<file path="config.mk">
export PLATFORM = sky130hd
export DESIGN_NAME = usb_rx_deserializer
export DESIGN_NICKNAME = d
export VERILOG_FILES = /design/src/rtl/usb_rx_deserializer.sv
export SDC_FILE = /design/constraint.sdc
export NUM_CORES = 1
export LEC_CHECK = 0
export CORE_ASPECT_RATIO = 0.7
export CORE_UTILIZATION = 41
export DETAILED_ROUTE_END_ITERATION = 7
export MAX_ROUTING_LAYER = met4
export PLACE_DENSITY_LB_ADDON = 0.2
export SLEW_MARGIN = 20
export SYNTH_ARGS = -nofsm -noshare
export SYNTH_HDL_FRONTEND = slang
export SYNTH_SLANG_ARGS = --single-unit
</file>
<file path="constraint.sdc">
create_clock -name clk -period 1.67 [get_ports clk]
set_clock_uncertainty 0.1 [all_clocks]
set_input_delay 0.4175 -clock clk [delete_from_list [all_inputs] [get_ports clk]]
set_output_delay 0.4175 -clock clk [all_outputs]
set_load 0.05 [all_outputs]
</file>
<file path="src/rtl/usb_rx_deserializer.sv">
// Serial-to-parallel receiver: accumulates accepted bits into DATA_WIDTH-bit words and hands
// completed words to the consumer through a holding register with valid/ack and overrun flag.
module usb_rx_deserializer #(
   parameter int unsigned DATA_WIDTH = 8,
   parameter bit          SHIFT_MSB  = 1'b0
) (
   input  logic                              clk,
   input  logic                              n_rst,
   input  logic                              clear,
   input  logic                              shift_enable,
   input  logic                              skip_bit,
   input  logic                              d_orig,
   input  logic                              word_ack,
   output logic [DATA_WIDTH-1:0]             rcv_data,
   output logic [$clog2(DATA_WIDTH+1)-1:0]   bit_count,
   output logic [DATA_WIDTH-1:0]             word_data,
   output logic                              word_valid,
   output logic                              overrun
);

   localparam int unsigned CntW = $clog2(DATA_WIDTH + 1);
   localparam logic [CntW-1:0] LastBit = CntW'(DATA_WIDTH - 1);

   logic                  accept;
   logic                  complete;
   logic [DATA_WIDTH-1:0] shifted;

   always_comb begin
      accept   = shift_enable & ~skip_bit;
      complete = accept & ~clear & (bit_count == LastBit);
      if (SHIFT_MSB) begin
         shifted = {rcv_data[DATA_WIDTH-2:0], d_orig};
      end else begin
         shifted = {d_orig, rcv_data[DATA_WIDTH-1:1]};
      end
   end

   always_ff @(posedge clk or negedge n_rst) begin
      if (!n_rst) begin
         rcv_data   <= '1;
         bit_count  <= '0;
         word_data  <= '1;
         word_valid <= 1'b0;
         overrun    <= 1'b0;
      end else begin
         // clear flushes the partial word only; the holding register is left to the consumer
         if (clear) begin
            rcv_data  <= '1;
            bit_count <= '0;
            overrun   <= 1'b0;
         end else if (accept) begin
            rcv_data  <= shifted;
            bit_count <= complete ? '0 : bit_count + 1'b1;
         end

         if (complete) begin
            word_data  <= shifted;
            word_valid <= 1'b1;
            if (word_valid && !word_ack) begin
               overrun <= 1'b1;
            end
         end else if (word_ack) begin
            word_valid <= 1'b0;
         end
      end
   end

endmodule

</file>
==> flow_summary.ini <==
[critical_path]
setup_crit_start = bit_count[1]
worst_setup_path_end_kind = flop
start_kind = flop
critical_path.max_fanout = 5
critPathKind = reg -> reg
worstPathArrival_ps = 1930
r2r-start = bit_count[1]
cp.required_ps = 1840

[worst_hold_path]
timing.hold.worst.class = in -> async

[synthesis]
post_synth_inst_count = 80
avgSynthCellArea_um2 = 12.1
synthDistinctLibCells = 20
post_synth_instance_area_um2 = 968
synth-seq-area-share = 0.589
yosys_warnings = 0
mappedNetlistNets = 88
yosys_register_bits = 22

[finish]
fin_area_um2 = 1700
mostFrequentLayoutCell = buf_12
layout-area-overhead-vs-synth_pct = 75.7
final_layout_size_suffix_gt1_frac = 0.592
fill_cells = 134
final_core_utilization = 0.777
mostFrequentLayoutCells = buf_12 (22), nand2_1 (20), dfstp_2 (16)
finish.net_count = 134
antenna_cells = 0

[global_routing]
globalRouteTotalUtil = 0.230
grt_first_pass_wirelength_mm = 3.98
grt_start_max_net_pins = 23
grt_pass1_vias = 819
antenna_found_initial = 0
gr-total-overflow = 0

[floorplanning]
die_w_um = 60.1
die_area_um2 = 2560
die_h_um = 42.7
start_util = 0.442
ios = 29
placeableCoreArea_um2 = 2190
floorplan.rows = 14

[routing]
dr.first_iter.drc_count = 17
route.detailed.vias_per_inst = 4.92
dr.pass1.iters = 6
wire_per_inst_um = 15.0
route.detailed.drc = 0
detail_route.wirelength_mm = 2.36
drt.antenna.violating_nets = 0
vias = 773

[timing]
unrepaired_setup_endpoints_after_global_routing = yes
max_slew.worst_pin.slew_ps = 274
final-max-slew-violation-count = 0
final_report_hold_violation_count = 0
slew-limit-headroom = 0.818
finalSetupViolations = 9
min_period_ps = 1770
hold_slack_ps = 308
worst_slack_ps = -96.7
fin_crit_sh = 1.06
fmaxAchievable_mhz = 566

[power_and_ir_drop]
worst_voltage_drop_across_the_vdd_grid_mv = 0.668
power.density_cell_area_nw_per_um2 = 707
total_switching_power_uw = 305
power_leakage_uw = 0.000773
cell_internal_pwr_uw = 897
power.clock.fraction = 0.352
power.share.sequential = 0.483
switching_share = 0.254
total_power_uw = 1200
combinational_power_share = 0.164

[cts]
cts_num_sinks = 22
cts_inserted_buffers = 3
tritoncts_clock_tree = done
cts_htree_levels = 1
clk-insertion-delay-late_ps = 330
cts.path.max_buffers = 2
clockRootBuffer = clkbuf_4
cts.reportedPaths.clkPinSlew_ps = 130

[place]
dpl_worst_slack_ps = -544
place.gp.congestion = 0.737
placement.cell_area_um2 = 1590
port_buffers = 28
dp_hpwl_mm = 1.58

[run]
number_of_maximum_capacitance_constraint_violations = 0

[run_status]
violated_checks = setup timing
run_status = complete, but fails checks
per-layer routing:
metal	vias to the layer above	wire, µm	GRT usage	share of wire
met1	387	1030	0.311	0.44
met3	2	126	0.0732	0.053
li1	358	-	-	-
met4	0	19	0.0512	0.0081
met5	-	0	-	0
met2	26	1180	0.340	0.50
registers in the layout (all words and copies together) (netlist names):
name,cells
word_valid,1
word_data,8
bit_count,4
rcv_data,8
overrun,1
final cells by class:
type | count | area [µm²] | area share
inverters | 2 | 7.51 | 0.00441
clock buffers | 3 | 22.5 | 0.0132
multi-input cells | 52 | 392 | 0.230
repair buffers | 45 | 637 | 0.374
well taps | 32 | 40.0 | 0.0235
flip-flops and latches | 22 | 573 | 0.337
clock inverters | 1 | 30.0 | 0.0176
final timing paths:
path	slack [ps]	to	depth (start not counted)
max	-100	word_data[5]	5
min	310	word_valid	2
max reg2reg	-100	word_data[5]	5
min reg2reg	440	rcv_data[1]	2
max in group asynchronous	880	rcv_data[5]	2
min in group clk	440	rcv_data[1]	2
cells in the mapped netlist:
library cell,number,share of area
nand2_1,20,0.078
dfstp_2,16,0.43
nand3b_1,9,0.070
mux2_4,8,0.12
dfrtp_1,6,0.16
a21oi_1,3,0.015
clkbuf_1,3,0.012
inv_1,2,0.0078
nand2b_1,2,0.013
a311o_1,1,0.010
and2b_2,1,0.0090
buf_6,1,0.012
ha_1,1,0.013
nand3_1,1,0.0052
nor2_1,1,0.0039
o21ai_0,1,0.0052
o22ai_1,1,0.0065
or4_1,1,0.0078
or4b_1,1,0.010
xor2_1,1,0.0090
worst max-delay path, stage by stage (launching register included):
cell and delay, ps:
dfrtp_2 410, ha_4 140, nand3b_1 90, or4b_4 520, buf_6 160, mux2_4 290
power by group through the flow:
stage                     registers, µW  clock network, µW  logic (µW)
after global placement              588                  0         191
after CTS                           581                427         195
after detailed placement            589                  0         195
after global routing                583                445         210
after floorplan                     633                  0        36.2
final                               581                424         197
cells by family (layout without fill, tap and decap cells):
family | count (synthesis) | in the layout | share of synthesized area
xor+xnor | 1 | 1 | 0.00905
simple gates | 36 | 36 | 0.196
mux | 8 | 8 | 0.124
compound gates | 6 | 6 | 0.0375
flops | 22 | 22 | 0.589
buf+inv | 6 | 51 | 0.0310
fa+ha+maj | 1 | 1 | 0.0129
metrics by stage:
stage | setup TNS, ps | cells
final | -739 | 157
after global placement | -4700 | 148
after global routing | -1050 | 157
after CTS | -1140 | 159
after detailed placement | -5860 | 148
after floorplan | -2210 | 80
repair_timing:
action                                  CTS  global route
cloned                                    1             0
gates resized for setup                   6             3
setup buffers                             6             1
pin swaps                                 3             5
hold buffers                              0             0
endpoints found under the setup margin    9            11
Power figures use the tool's default switching activity.
